<file path="config.mk">
export PLATFORM = sky130hd
export DESIGN_NAME = dca_matrix_step_scheduler
export DESIGN_NICKNAME = d
export VERILOG_FILES = /design/src/rtl/dca_matrix_step_scheduler.sv
export SDC_FILE = /design/constraint.sdc
export NUM_CORES = 1
export LEC_CHECK = 0
export ABC_AREA = 1
export CORE_MARGIN = 2
export CORE_UTILIZATION = 45
export CTS_CLUSTER_DIAMETER = 100
export DETAILED_ROUTE_END_ITERATION = 6
export PLACE_DENSITY = 0.83
export SYNTH_ARGS = -nofsm -noshare
export SYNTH_HDL_FRONTEND = slang
export SYNTH_SLANG_ARGS = --single-unit
</file>
<file path="constraint.sdc">
create_clock -name clk -period 2.4 [get_ports clk]
set_clock_uncertainty 0.05 [all_clocks]
set_input_delay 0.36 -clock clk [delete_from_list [all_inputs] [get_ports clk]]
set_output_delay 0.36 -clock clk [all_outputs]
set_load 0.03 [all_outputs]
</file>
<file path="src/rtl/dca_matrix_step_scheduler.sv">
// Matrix step sequencer: queues step instructions, gathers operands, issues, awaits done, optional store hand-off.
// Optional performance counters are built only when DCA_STEP_SCHEDULER_PERF_EN is defined.
module dca_matrix_step_scheduler #(
    parameter int NUM_LOAD    = 3,
    parameter int BW_PAYLOAD  = 8,
    parameter int QUEUE_DEPTH = 4
) (
    input  logic                         clk,
    input  logic                         rst,
    input  logic                         i_clear,
    input  logic                         i_enable,
    output logic                         o_busy,
    input  logic                         i_inst_wvalid,
    output logic                         o_inst_wready,
    input  logic [NUM_LOAD+BW_PAYLOAD:0] i_inst_wdata,
    input  logic [NUM_LOAD-1:0]          i_loadreg_rready,
    output logic [NUM_LOAD-1:0]          o_loadreg_rrequest,
    output logic                         o_step_valid,
    input  logic                         i_step_ready,
    output logic [BW_PAYLOAD-1:0]        o_step_payload,
    input  logic                         i_step_done,
    input  logic                         i_storereg_wready,
    output logic                         o_storereg_wrequest,
    output logic [31:0]                  o_perf_step_count,
    output logic [31:0]                  o_perf_stall_count
);
    localparam int IW = 1 + NUM_LOAD + BW_PAYLOAD;
    localparam int AW = $clog2(QUEUE_DEPTH);
    localparam logic [AW-1:0] LP_PTR_ONE = AW'(1);
    localparam logic [AW:0]   LP_CNT_ONE = (AW+1)'(1);
    localparam logic [AW:0]   LP_DEPTH   = (AW+1)'(QUEUE_DEPTH);

    typedef enum logic [2:0] {
        S_IDLE,
        S_WAIT_OP,
        S_ISSUE,
        S_WAIT_DONE,
        S_WAIT_ST
    } state_t;

    state_t          r_state;
    logic            r_step_vld;
    logic            r_done_pending;
    logic            r_head_vld;
    logic [IW-1:0]   r_mem [QUEUE_DEPTH];
    logic [AW-1:0]   r_wr_ptr;
    logic [AW-1:0]   r_rd_ptr;
    logic [AW:0]     r_count;

    logic [IW-1:0]         w_head;
    logic                  w_head_st;
    logic [NUM_LOAD-1:0]   w_head_mask;
    logic [BW_PAYLOAD-1:0] w_head_pl;
    logic                  w_adv;
    logic                  w_ops_ok;
    logic                  w_hs;
    logic                  w_done_evt;
    logic                  w_st_req;
    logic                  w_retire;
    logic                  w_push;

    assign w_head      = r_mem[r_rd_ptr];
    assign w_head_st   = w_head[IW-1];
    assign w_head_mask = w_head[BW_PAYLOAD +: NUM_LOAD];
    assign w_head_pl   = w_head[BW_PAYLOAD-1:0];

    // clear outranks enable, so every advancing action is gated by both
    assign w_adv      = i_enable & ~i_clear;
    assign w_ops_ok   = &(i_loadreg_rready | ~w_head_mask);
    assign w_hs       = (r_state == S_ISSUE) & r_step_vld & i_step_ready & w_adv;
    assign w_done_evt = i_step_done | r_done_pending;
    assign w_st_req   = (r_state == S_WAIT_ST) & i_storereg_wready & w_adv;
    assign w_retire   = w_st_req | ((r_state == S_WAIT_DONE) & w_done_evt & ~w_head_st & w_adv);

    assign o_inst_wready       = ~rst & i_enable & ~i_clear & (r_count != LP_DEPTH);
    assign w_push              = i_inst_wvalid & o_inst_wready;
    assign o_busy              = (r_count != '0) | (r_state != S_IDLE);
    assign o_step_valid        = r_step_vld;
    assign o_step_payload      = r_step_vld ? w_head_pl : '0;
    assign o_loadreg_rrequest  = w_hs ? w_head_mask : '0;
    assign o_storereg_wrequest = w_st_req;

    always_ff @(posedge clk) begin
        if (w_push) begin
            r_mem[r_wr_ptr] <= i_inst_wdata;
        end
    end

    // r_head_vld lags the occupancy by a cycle so a fresh entry is seen by IDLE one cycle after it lands
    always_ff @(posedge clk or posedge rst) begin
        if (rst) begin
            r_wr_ptr   <= '0;
            r_rd_ptr   <= '0;
            r_count    <= '0;
            r_head_vld <= 1'b0;
        end else if (i_clear) begin
            r_wr_ptr   <= '0;
            r_rd_ptr   <= '0;
            r_count    <= '0;
            r_head_vld <= 1'b0;
        end else begin
            r_head_vld <= (r_count != '0);
            if (w_push) begin
                r_wr_ptr <= r_wr_ptr + LP_PTR_ONE;
            end
            if (w_retire) begin
                r_rd_ptr <= r_rd_ptr + LP_PTR_ONE;
            end
            if (w_push && !w_retire) begin
                r_count <= r_count + LP_CNT_ONE;
            end else if (!w_push && w_retire) begin
                r_count <= r_count - LP_CNT_ONE;
            end
        end
    end

    always_ff @(posedge clk or posedge rst) begin
        if (rst) begin
            r_state        <= S_IDLE;
            r_step_vld     <= 1'b0;
            r_done_pending <= 1'b0;
        end else if (i_clear) begin
            r_state        <= S_IDLE;
            r_step_vld     <= 1'b0;
            r_done_pending <= 1'b0;
        end else begin
            // a done that cannot be consumed right now is remembered until WAIT_DONE runs enabled
            if (i_step_done && !((r_state == S_WAIT_DONE) && i_enable)) begin
                r_done_pending <= 1'b1;
            end
            if (i_enable) begin
                case (r_state)
                    S_IDLE: begin
                        if (r_head_vld && (r_count != '0)) begin
                            r_state <= S_WAIT_OP;
                        end
                    end
                    S_WAIT_OP: begin
                        if (w_ops_ok) begin
                            r_state    <= S_ISSUE;
                            r_step_vld <= 1'b1;
                        end
                    end
                    S_ISSUE: begin
                        if (i_step_ready) begin
                            r_state    <= S_WAIT_DONE;
                            r_step_vld <= 1'b0;
                        end
                    end
                    S_WAIT_DONE: begin
                        if (w_done_evt) begin
                            r_done_pending <= 1'b0;
                            r_state        <= w_head_st ? S_WAIT_ST : S_IDLE;
                        end
                    end
                    S_WAIT_ST: begin
                        if (i_storereg_wready) begin
                            r_state <= S_IDLE;
                        end
                    end
                    default: begin
                        r_state <= S_IDLE;
                    end
                endcase
            end
        end
    end

`ifdef DCA_STEP_SCHEDULER_PERF_EN
    logic [31:0] r_step_cnt;
    logic [31:0] r_stall_cnt;
    logic        w_stall;

    assign w_stall = (r_state == S_WAIT_OP) & w_adv & ~w_ops_ok;

    // counters survive clear and saturate instead of wrapping
    always_ff @(posedge clk or posedge rst) begin
        if (rst) begin
            r_step_cnt  <= '0;
            r_stall_cnt <= '0;
        end else begin
            if (w_retire && (r_step_cnt != 32'hFFFF_FFFF)) begin
                r_step_cnt <= r_step_cnt + 32'd1;
            end
            if (w_stall && (r_stall_cnt != 32'hFFFF_FFFF)) begin
                r_stall_cnt <= r_stall_cnt + 32'd1;
            end
        end
    end

    assign o_perf_step_count  = r_step_cnt;
    assign o_perf_stall_count = r_stall_cnt;
`else
    assign o_perf_step_count  = '0;
    assign o_perf_stall_count = '0;
`endif

endmodule

</file>
==> results of run 1 <==
[layout make-up]
cell class / count / area, µm²
fillers: 610 / 3370
flip-flops and latches: 61 / 1770
multi-input cells: 248 / 1180
repair buffers: 51 / 450
inverters: 32 / 129
clock buffers: 10 / 128
well taps: 99 / 124
clock inverters: 6 / 111
[routing by layer]
layer / vias up / GRT usage, % / part of all wire, %
met1: 1062 / 18.5 / 40
met4: 0 / 6.92 / 1.5
li1: 1124 / - / -
met5: - / 0 / 0
met3: 8 / 4.67 / 7.2
met2: 111 / 29.0 / 52
[power groups by stage]
stage | Clock [W] | Sequential [W] | Combinational, W
6_report | 0.00108 | 0.00123 | 0.000653
5_1_grt | 0.00115 | 0.00124 | 0.000719
4_1_cts | 0.00110 | 0.00123 | 0.000662
3_5_place_dp | 0 | 0.00125 | 0.000683
3_3_place_gp | 0 | 0.00125 | 0.000668
2_1_floorplan | 0 | 0.00125 | 0.000544
[state kept, by name, summed over array words and instances (netlist names)]
| signal | count |
|---|---|
| r_head_vld | 1 |
| r_done_pending | 1 |
| r_count | 3 |
| o_step_valid | 1 |
| r_mem | 48 |
| r_rd_ptr | 2 |
| r_state | 3 |
| r_wr_ptr | 2 |
[placed cells by master (no fill, tap or decap), types with 2 or more instances in the layout]
| cell | instances |
|---|---|
| ha_1 | 4 |
| o21ai_1 | 4 |
| nand4_1 | 6 |
| conb_1 | 64 |
| o21ai_0 | 16 |
| inv_1 | 27 |
| dlygate4sd2_1 | 2 |
| bufinv_16 | 3 |
| a21oi_1 | 11 |
| nand2_2 | 6 |
| clkdlybuf4s50_1 | 23 |
| clkinv_4 | 2 |
| clkbuf_8 | 9 |
| nand3_2 | 4 |
| inv_4 | 3 |
| buf_4 | 18 |
| nand3b_1 | 4 |
| edfxtp_1 | 48 |
| nand3_1 | 18 |
| nor2_1 | 53 |
| nand2_1 | 47 |
| nand2_4 | 2 |
| dfrtp_1 | 12 |
| clkbuf_2 | 5 |
[logic make-up (layout without fill, tap and decap cells)]
| kind of cell | after synthesis | after routing | synth area share (%) |
|---|---|---|---|
| AOI/OAI and AO/OA | 33 | 33 | 5.01 |
| xor gates and xnor gates | 1 | 1 | 0.260 |
| adders and majority gates | 5 | 5 | 2.08 |
| buffers and inverters | 105 | 99 | 19.7 |
| DFF | 61 | 61 | 52.4 |
| other | 1 | 64 | 0.111 |
| and+or+nand+nor | 145 | 145 | 20.4 |
[worst max-delay path by stage]
| stage | from | cells past startpoint | endpoint | slack, ps |
|---|---|---|---|---|
| 2_1_floorplan | i_clear | 13 | r_count[2] | 460 |
| 3_3_place_gp | i_enable | 12 | r_count[2] | 70 |
| 3_5_place_dp | i_enable | 12 | r_count[2] | -20 |
| 4_1_cts | r_rd_ptr[0] | 6 | o_step_payload[7] | 0.5 |
| 5_1_grt | r_rd_ptr[1] | 5 | o_step_payload[0] | 30 |
| 6_report | r_rd_ptr[1] | 5 | o_step_payload[0] | 90 |
[stage by stage]
stage	std cells	utilization (%)	hold slack, ps	TNS (ps)	area [µm²]
6_report	507	53.6	416	0	3890
5_1_grt	507	53.6	455	0	3890
4_1_cts	507	53.7	418	0	3900
3_5_place_dp	491	50.5	469	-21.6	3670
3_3_place_gp	491	50.5	467	0	3670
2_1_floorplan	414	-	187	0	3610
[timing repair]
| action | 4_1_cts | 5_1_grt |
|---|---|---|
| setup buffers | 0 | 0 |
| gates resized for setup | 9 | 14 |
| endpoints found under the setup margin | 8 | 7 |
==> flow_metrics.py, run 1 <==
metrics = {
    "outcome": {
        "status": "complete, no violations",
    },
    "clock_network": {
        "clock-sinks": 61,
        "ctsHoldBuffers": 0,
        "clock_latency_ps": 330,
        "htreeDepth": 3,
        "cts_inserted_buffers": 9,
        "clock_path_buffers": 2,
        "clkTransAtPathRegs_ps": 70,
        "cts_tree": "built",
        "clk_root_buffer_cell": "clkbuf_8",
    },
    "detailed_routing": {
        "viasPerCell": 4.55,
        "detail-route-antenna-nets": 0,
        "finalWirelength_um": 6320,
        "wl_per_cell_um": 12.5,
        "vias": 2305,
        "drc": 0,
        "drt-pass1-iter-count": 4,
        "drt_iter0_drc": 106,
    },
    "worst_setup_path": {
        "startpoint_type": "flop",
        "crit_family": "buffers and inverters",
        "path_cells": "buf_4, nor2_1, o21ai_0, a21oi_1, clkdlybuf4s15_1",
        "reg2reg_slack_ps": 210,
        "crit_slowest_cell": "dfrtp_1",
        "end_kind": "output port",
        "worstPathRequired_ps": 1990,
        "reg2reg_depth": 13,
        "cp_slowest_stage_delay_ps": 490,
        "worstPathArrival_ps": 1900,
        "critPathKind": "flop to output port",
        "rr_endpoint": "r_count[2]",
        "cp_max_fo": 7,
        "timing.rr.start": "r_rd_ptr[0]",
        "crit_buf_inv": 2,
    },
    "logic_synthesis": {
        "synth-edff-count": 48,
        "syn_inst": 351,
        "yosys_most_used_dff": "edfxtp_1",
        "ys_seq_area_share_pct": 52.4,
        "syn_area_per_cell_um2": 9.60,
        "ys_top_cells_by_count": "66 x buf_4, 53 x nor2_1, 48 x edfxtp_1, 47 x nand2_1, 27 x inv_1",
        "ys_top_cells_by_area": "edfxtp_1 43%, buf_4 15%, dfrtp_1 9.7%, nor2_1 5.9%, nand2_1 5.2%",
        "synth_async_sr_flop_share_pct": 21.3,
        "synth_area_um2": 3370,
        "yosys.cell_count.top_type": "buf_4",
        "synth.largest_area_cell": "edfxtp_1",
        "synth_cell_types": 32,
        "ys_warn_count": 0,
        "yosysTopAreaCellShare_pct": 42.8,
        "ys_seq_elements": 61,
    },
    "layout": {
        "syn2layout_area_growth_pct": 15.3,
        "num-nets-final": 431,
        "layout-drive-gt1-share_pct": 14.7,
        "antenna_cells": 0,
    },
    "global_routing": {
        "grt.total_usage_pct": 16.4,
        "grt_pass1_wl_um": 10400,
        "grt_max_degree": 25,
        "grt_pass1_vias": 2192,
        "antenna_found_initial": 0,
        "grt-ovfl-total": 0,
    },
    "power": {
        "clkPwrFrac_pct": 36.5,
        "p_int_w": 0.00206,
        "ir_drop_mv": 0.470,
        "powerDensity_nw_per_um2": 763,
        "p_sw_share_pct": 30.6,
        "combPwrFrac_pct": 22.0,
        "finalPower_w": 0.00297,
        "switching_power_w": 0.000907,
        "pwr-share-seq_pct": 41.5,
        "leakage_nw": 1.75,
    },
    "run": {
        "max-cap-violations": 0,
    },
    "floorplanning": {
        "die_width_um": 90.5,
        "core_area_um2": 7250,
        "fp.dieArea_um2": 8200,
        "rows": 31,
        "io_pins": 102,
        "die_height_um": 90.5,
        "start_util_pct": 46.5,
    },
    "placement": {
        "hpwl_um": 4600,
        "dpl_worst_slack_ps": -21.6,
        "io_buffers": 37,
        "place.gp.congestion": 0.868,
    },
    "timing": {
        "slew_violations": 0,
        "setup_viol": 0,
        "finalHoldViolCount": 0,
        "rsz0062_at_grt": "no",
        "period_share_pct": 96.1,
        "slew_headroom_pct": 65.3,
        "max_freq_ghz": 0.434,
        "worstMarginPinSlew_ps": 519,
        "period_needed_ps": 2310,
        "fin_ws_ps": 94.4,
    },
    "min_path": {
        "hp-class": "input port to async pin",
    },
}
Note: power is estimated with default switching activity, not from simulation.
==> run 2, diff against run 1 <==
--- a/config.mk
+++ b/config.mk
@@ -7,10 +7,10 @@
 export LEC_CHECK = 0
 export ABC_AREA = 1
 export CORE_MARGIN = 2
-export CORE_UTILIZATION = 45
+export CORE_UTILIZATION = 47
 export CTS_CLUSTER_DIAMETER = 100
 export DETAILED_ROUTE_END_ITERATION = 6
-export PLACE_DENSITY = 0.83
+export PLACE_DENSITY = 0.86
 export SYNTH_ARGS = -nofsm -noshare
 export SYNTH_HDL_FRONTEND = slang
 export SYNTH_SLANG_ARGS = --single-unit
==> run 2 against run 1 <==
  * Clock power shrank 7%
  * Cell count shrank 0.39%
  * Hold slack gained 6.2 ps
  * Largest cell class unchanged
  * Highest routed layer unchanged
==> flow_metrics.py, run 2 (synthesis gave the netlist of run 1 again) <==
metrics = {
    "outcome": {
        "status": "complete, no violations",
    },
    "global_routing": {
        "grt-ovfl-total": 0,
        "grt_pass1_vias": 2126,
        "grt_pass1_wl_um": 9790,
        "antenna_found_initial": 0,
        "grt_max_degree": 25,
        "grt.total_usage_pct": 17.0,
    },
    "timing": {
        "rsz0062_at_grt": "no",
        "period_needed_ps": 2240,
        "slew_headroom_pct": 65.1,
        "worstMarginPinSlew_ps": 523,
        "max_freq_ghz": 0.446,
        "slew_violations": 0,
        "period_share_pct": 93.4,
        "setup_viol": 0,
        "fin_ws_ps": 158,
        "finalHoldViolCount": 0,
        "finalSetupTns_ps": 0,
    },
    "placement": {
        "io_buffers": 37,
        "place.gp.congestion": 0.933,
        "hpwl_um": 4610,
        "placed_cells": 489,
        "dpl_worst_slack_ps": 36.7,
    },
    "layout": {
        "layout-drive-gt1-share_pct": 14.2,
        "layout_commonest_cell": "conb_1",
        "final_cell_mix": "64 x conb_1, 53 x nor2_1, 48 x edfxtp_1",
        "largest_registers": "r_mem (48), r_count (3), r_state (3)",
        "num-nets-final": 432,
        "antenna_cells": 0,
        "final_cells": 505,
        "top_register": "r_mem",
        "syn2layout_area_growth_pct": 15.3,
        "largest_reg_flops": 48,
        "fin_util_pct": 56.6,
    },
    "clock_network": {
        "cts_inserted_buffers": 9,
        "clk_root_buffer_cell": "clkbuf_8",
        "clock-sinks": 61,
        "post_cts_buffers": 0,
        "htreeDepth": 3,
        "cts_tree": "built",
        "clock_path_buffers": 2,
        "clock_latency_ps": 340,
        "clkTransAtPathRegs_ps": 70,
    },
    "detailed_routing": {
        "drt-pass1-iter-count": 5,
        "m1WireLength_um": 2360,
        "vias": 2329,
        "detail-route-antenna-nets": 0,
        "wl_met2_um": 3220,
        "drt_iter0_drc": 185,
        "viasPerCell": 4.61,
        "finalWirelength_um": 6280,
        "dr_wl_met3_um": 531,
        "wl_per_cell_um": 12.4,
        "highest_layer": "met4",
        "drc": 0,
    },
    "worst_setup_path": {
        "end_kind": "output port",
        "cp_max_fo": 11,
        "crit_slowest_cell": "dfrtp_2",
        "cp_slowest_stage_delay_ps": 480,
        "worstPathArrival_ps": 1830,
        "path_cells": "buf_4, nor2_1, nor2_1, o21ai_0, a21oi_1, dlygate4sd2_1",
        "critPathKind": "flop to output port",
        "worstPathRequired_ps": 1990,
        "cpMostUsedCell": "nor2_1",
        "startpoint_type": "flop",
    },
    "floorplanning": {
        "rows": 30,
        "fp.dieArea_um2": 7870,
        "die_height_um": 88.7,
        "start_util_pct": 49.1,
        "die_width_um": 88.7,
        "core_area_um2": 6870,
        "io_pins": 102,
    },
    "power": {
        "powerDensity_nw_per_um2": 744,
        "leakage_nw": 1.76,
        "ir_drop_mv": 0.552,
    },
    "run": {
        "max-cap-violations": 0,
    },
    "min_path": {
        "hp-class": "input port to async pin",
    },
}
==> run 2: worst paths after layout <==
| check | from | endpoint | slack, ps | cells past startpoint |
|---|---|---|---|---|
| setup / recovery | r_rd_ptr[0] | o_step_payload[7] | 160 | 6 |
| hold / removal | rst | r_rd_ptr[0] | 420 | 2 |
| setup reg to reg | r_rd_ptr[1] | r_count[2] | 230 | 13 |
| hold reg to reg | r_count[1] | r_count[1] | 490 | 2 |
| max in group asynchronous | rst | r_rd_ptr[0] | 1500 | 2 |
| min in group clk | r_count[1] | r_count[1] | 490 | 2 |
==> run 2: final cells by class <==
| class | instances | area [µm²] |
|---|---|---|
| repair buffers | 52 | 474 |
| flip-flops and latches | 61 | 1770 |
| multi-input cells | 248 | 1180 |
| fillers | 573 | 2980 |
| clock inverters | 7 | 97.6 |
| clock buffers | 9 | 124 |
| well taps | 96 | 120 |
| inverters | 32 | 126 |
==> run 2: what timing repair did <==
| item | 4_1_cts | 5_1_grt |
|---|---|---|
| gates resized for setup | 9 | 1 |
| hold buffers | 0 | 0 |
| pin swaps | 0 | 0 |
| setup endpoints to repair | 7 | 1 |
==> run 2: power breakdown <==
group	internal [W]	total, W	switching (W)	leakage, nW
Sequential	0.00118	0.00123	0.0000537	0.603
Clock	0.000589	0.00100	0.000412	0.108
Combinational	0.000192	0.000657	0.000465	1.05
Total	0.00196	0.00289	0.000931	1.76
==> run 2: routing by layer <==
metal | global-route usage, % | up-vias
met5 | 0 | -
met1 | 20.0 | 1067
li1 | - | 1129
met4 | 10.5 | 0
met3 | 3.73 | 13
met2 | 28.2 | 120
==> run 2: worst max-delay path, delay by kind of cell, from the launching register on <==
family                 cells  cell delay (ps)
and+or+nand+nor            2              160
DFF                        1              480
buffers and inverters      2              640
AOI/OAI and AO/OA          2              220
==> run 2: stage by stage <==
stage          cell area (µm²)  hold WS (ps)  total power (W)
2_1_floorplan             3610           187          0.00180
3_3_place_gp              3670           469          0.00192
3_5_place_dp              3670           469          0.00193
4_1_cts                   3880           434          0.00291
5_1_grt                   3890           470          0.00303
6_report                  3890           423          0.00289
==> run 3, diff against run 2 <==
--- a/config.mk
+++ b/config.mk
@@ -6,11 +6,12 @@
 export NUM_CORES = 1
 export LEC_CHECK = 0
 export ABC_AREA = 1
+export CORE_ASPECT_RATIO = 0.6
 export CORE_MARGIN = 2
-export CORE_UTILIZATION = 47
+export CORE_UTILIZATION = 43
 export CTS_CLUSTER_DIAMETER = 100
 export DETAILED_ROUTE_END_ITERATION = 6
-export PLACE_DENSITY = 0.86
+export PLACE_DENSITY = 0.83
 export SYNTH_ARGS = -nofsm -noshare
 export SYNTH_HDL_FRONTEND = slang
 export SYNTH_SLANG_ARGS = --single-unit
==> constraint.sdc (replaced) <==
create_clock -name clk -period 1.85 [get_ports clk]
set_clock_uncertainty 0.05 [all_clocks]
set_input_delay 0.2775 -clock clk [delete_from_list [all_inputs] [get_ports clk]]
set_output_delay 0.2775 -clock clk [all_outputs]
set_load 0.03 [all_outputs]
==> run 3 against run 2 <==
  * The flow now finishes with violations (negative setup slack)
  * Design area is 12% higher
  * Total power is 46% higher
  * Utilization increased by 1.9 points
  * Via count rose by 7.0%
  * Flip-flop and latch count unchanged
  * Die area up 9.2%
==> flow_metrics.py, run 3 (synthesis gave the netlist of run 1 again) <==
metrics = {
    "outcome": {
        "status": "finished with violations",
        "violations": "negative setup slack",
    },
    "placement": {
        "dpl_worst_slack_ps": -398,
        "dpl_cell_area_um2": 3840,
        "place.gp.congestion": 0.884,
        "hpwl_um": 4850,
        "io_buffers": 37,
    },
    "floorplanning": {
        "core_area_um2": 7420,
        "die_width_um": 118,
        "rows": 24,
        "fp.dieArea_um2": 8590,
        "io_pins": 102,
        "die_height_um": 72.6,
        "start_util_pct": 45.4,
    },
    "clock_network": {
        "clkTransAtPathRegs_ps": 50,
        "clock_latency_ps": 320,
        "cts_inserted_buffers": 9,
        "clock_path_buffers": 2,
        "htreeDepth": 3,
        "clk_root_buffer_cell": "clkbuf_16",
        "cts_tree": "built",
        "clock-sinks": 61,
    },
    "power": {
        "powerDensity_nw_per_um2": 974,
        "finalPower_w": 0.00423,
        "leakage_nw": 1.94,
        "ir_drop_mv": 0.497,
    },
    "global_routing": {
        "grt_max_degree": 14,
        "grt_pass1_wl_um": 11100,
        "grt.total_usage_pct": 16.9,
        "grt-ovfl-total": 0,
        "antenna_found_initial": 0,
        "grt_pass1_vias": 2239,
    },
    "worst_setup_path": {
        "critPathKind": "flop to flop",
        "startpoint_type": "flop",
        "end_kind": "flop",
        "reg2reg_slack_ps": -110,
        "worstPathRequired_ps": 2010,
        "cp_max_fo": 3,
        "worstPathArrival_ps": 2120,
    },
    "layout": {
        "multi_input_area_um2": 1270,
        "largest_reg_flops": 48,
        "syn2layout_area_growth_pct": 28.7,
        "largest_registers": "r_mem (48), r_count (3), r_state (3)",
        "num-nets-final": 462,
        "layout_commonest_cell": "conb_1",
        "final_cell_mix": "64 x conb_1, 48 x edfxtp_1, 45 x nand2_1, 45 x buf_4, 43 x nor2_1",
        "finish.instance_area_um2": 4340,
        "antenna_cells": 0,
        "top_register": "r_mem",
        "fin_util_pct": 58.5,
        "nFillCells": 606,
        "layout-drive-gt1-share_pct": 27.3,
        "ff_latch_area_um2": 1770,
    },
    "timing": {
        "fin_ws_ps": -112,
        "slew_headroom_pct": 63.3,
        "max_freq_ghz": 0.510,
        "rsz0062_at_grt": "yes",
        "slew_violations": 0,
        "worstMarginPinSlew_ps": 550,
        "hold_ws_ps": 319,
        "finalHoldViolCount": 0,
        "period_needed_ps": 1960,
        "period_share_pct": 106,
        "setup_viol": 5,
    },
    "detailed_routing": {
        "vias": 2492,
        "drt_iter0_drc": 154,
        "wl_per_cell_um": 13.4,
        "drc": 0,
        "finalWirelength_um": 7300,
        "drt-pass1-iter-count": 4,
        "detail-route-antenna-nets": 0,
        "viasPerCell": 4.59,
    },
    "min_path": {
        "hp-class": "input port to flop",
    },
    "run": {
        "max-cap-violations": 0,
    },
}
## run 3: changes by cell type in the layout (fill, tap and decap cells not counted), sizes merged
cell	delta
buf	+37
clkdlybuf4s15	+1
clkdlybuf4s50	-2
clkbuf	+1
bufinv	-2
inv	-2
dlygate4sd2	-6
clkinv	+3
## run 3: stage by stage
| step | setup TNS [ps] | cells |
|---|---|---|
| 3_5_place_dp | -11880 | 512 |
| 3_3_place_gp | -9620 | 512 |
| 2_1_floorplan | -2.27 | 414 |
| 5_1_grt | -1250 | 543 |
| 4_1_cts | -454 | 540 |
| 6_report | -150 | 543 |
## run 3: layout make-up
| class | instances | share of cell area (%) |
|---|---|---|
| inverter | 32 | 2.91 |
| timing repair buffer | 82 | 17.9 |
| tap | 104 | 3.00 |
| sequential | 61 | 40.8 |
| multi-input combinational | 248 | 29.3 |
| clock inverter | 6 | 0.692 |
| clock buffer | 10 | 5.28 |
## run 3: final timing paths
path,cells after the start,startpoint,end
min in group asynchronous,2,rst,r_done_pending
max in group asynchronous,2,rst,r_rd_ptr[0]
worst max register to register,12,r_state[0],r_count[2]
worst max-delay path,12,r_state[0],r_count[2]
worst min-delay path,3,i_clear,r_head_vld
worst min register to register,2,o_step_valid,o_step_valid
## run 3: layer usage
metal  GRT usage [%]  vias up  part of all wire [%]
li1                -     1184                     -
met1            22.9     1181                    45
met2            26.1      118                    47
met3            5.55        9                   7.2
met4            5.49        0                   1.2
met5               0        -                     0
## run 3: what timing repair did
item,CTS,global route
resized for setup,16,41
pin swaps,9,20
cloned,1,0
buffers inserted,11,3
hold buffers,0,0
endpoints found under the setup margin,14,16
## run 3: worst max-delay path: stages (launching register included)
cell and delay, ps:
dfrtp_2 410, buf_6 120, nand4_1 110, nor2_2 140, nand2_2 80, nand3_4 60, inv_2 40, fa_2 350
xnor2_2 150, nand3b_1 140, nand2_1 60, inv_1 60, nand2_1 50
## run 3: power breakdown
group | leakage (nW) | switching [W] | internal, W
clock | 0.127 | 0.000556 | 0.000886
combinational | 1.21 | 0.000711 | 0.000468
sequential | 0.599 | 0.0000652 | 0.00154
total | 1.94 | 0.00133 | 0.00289
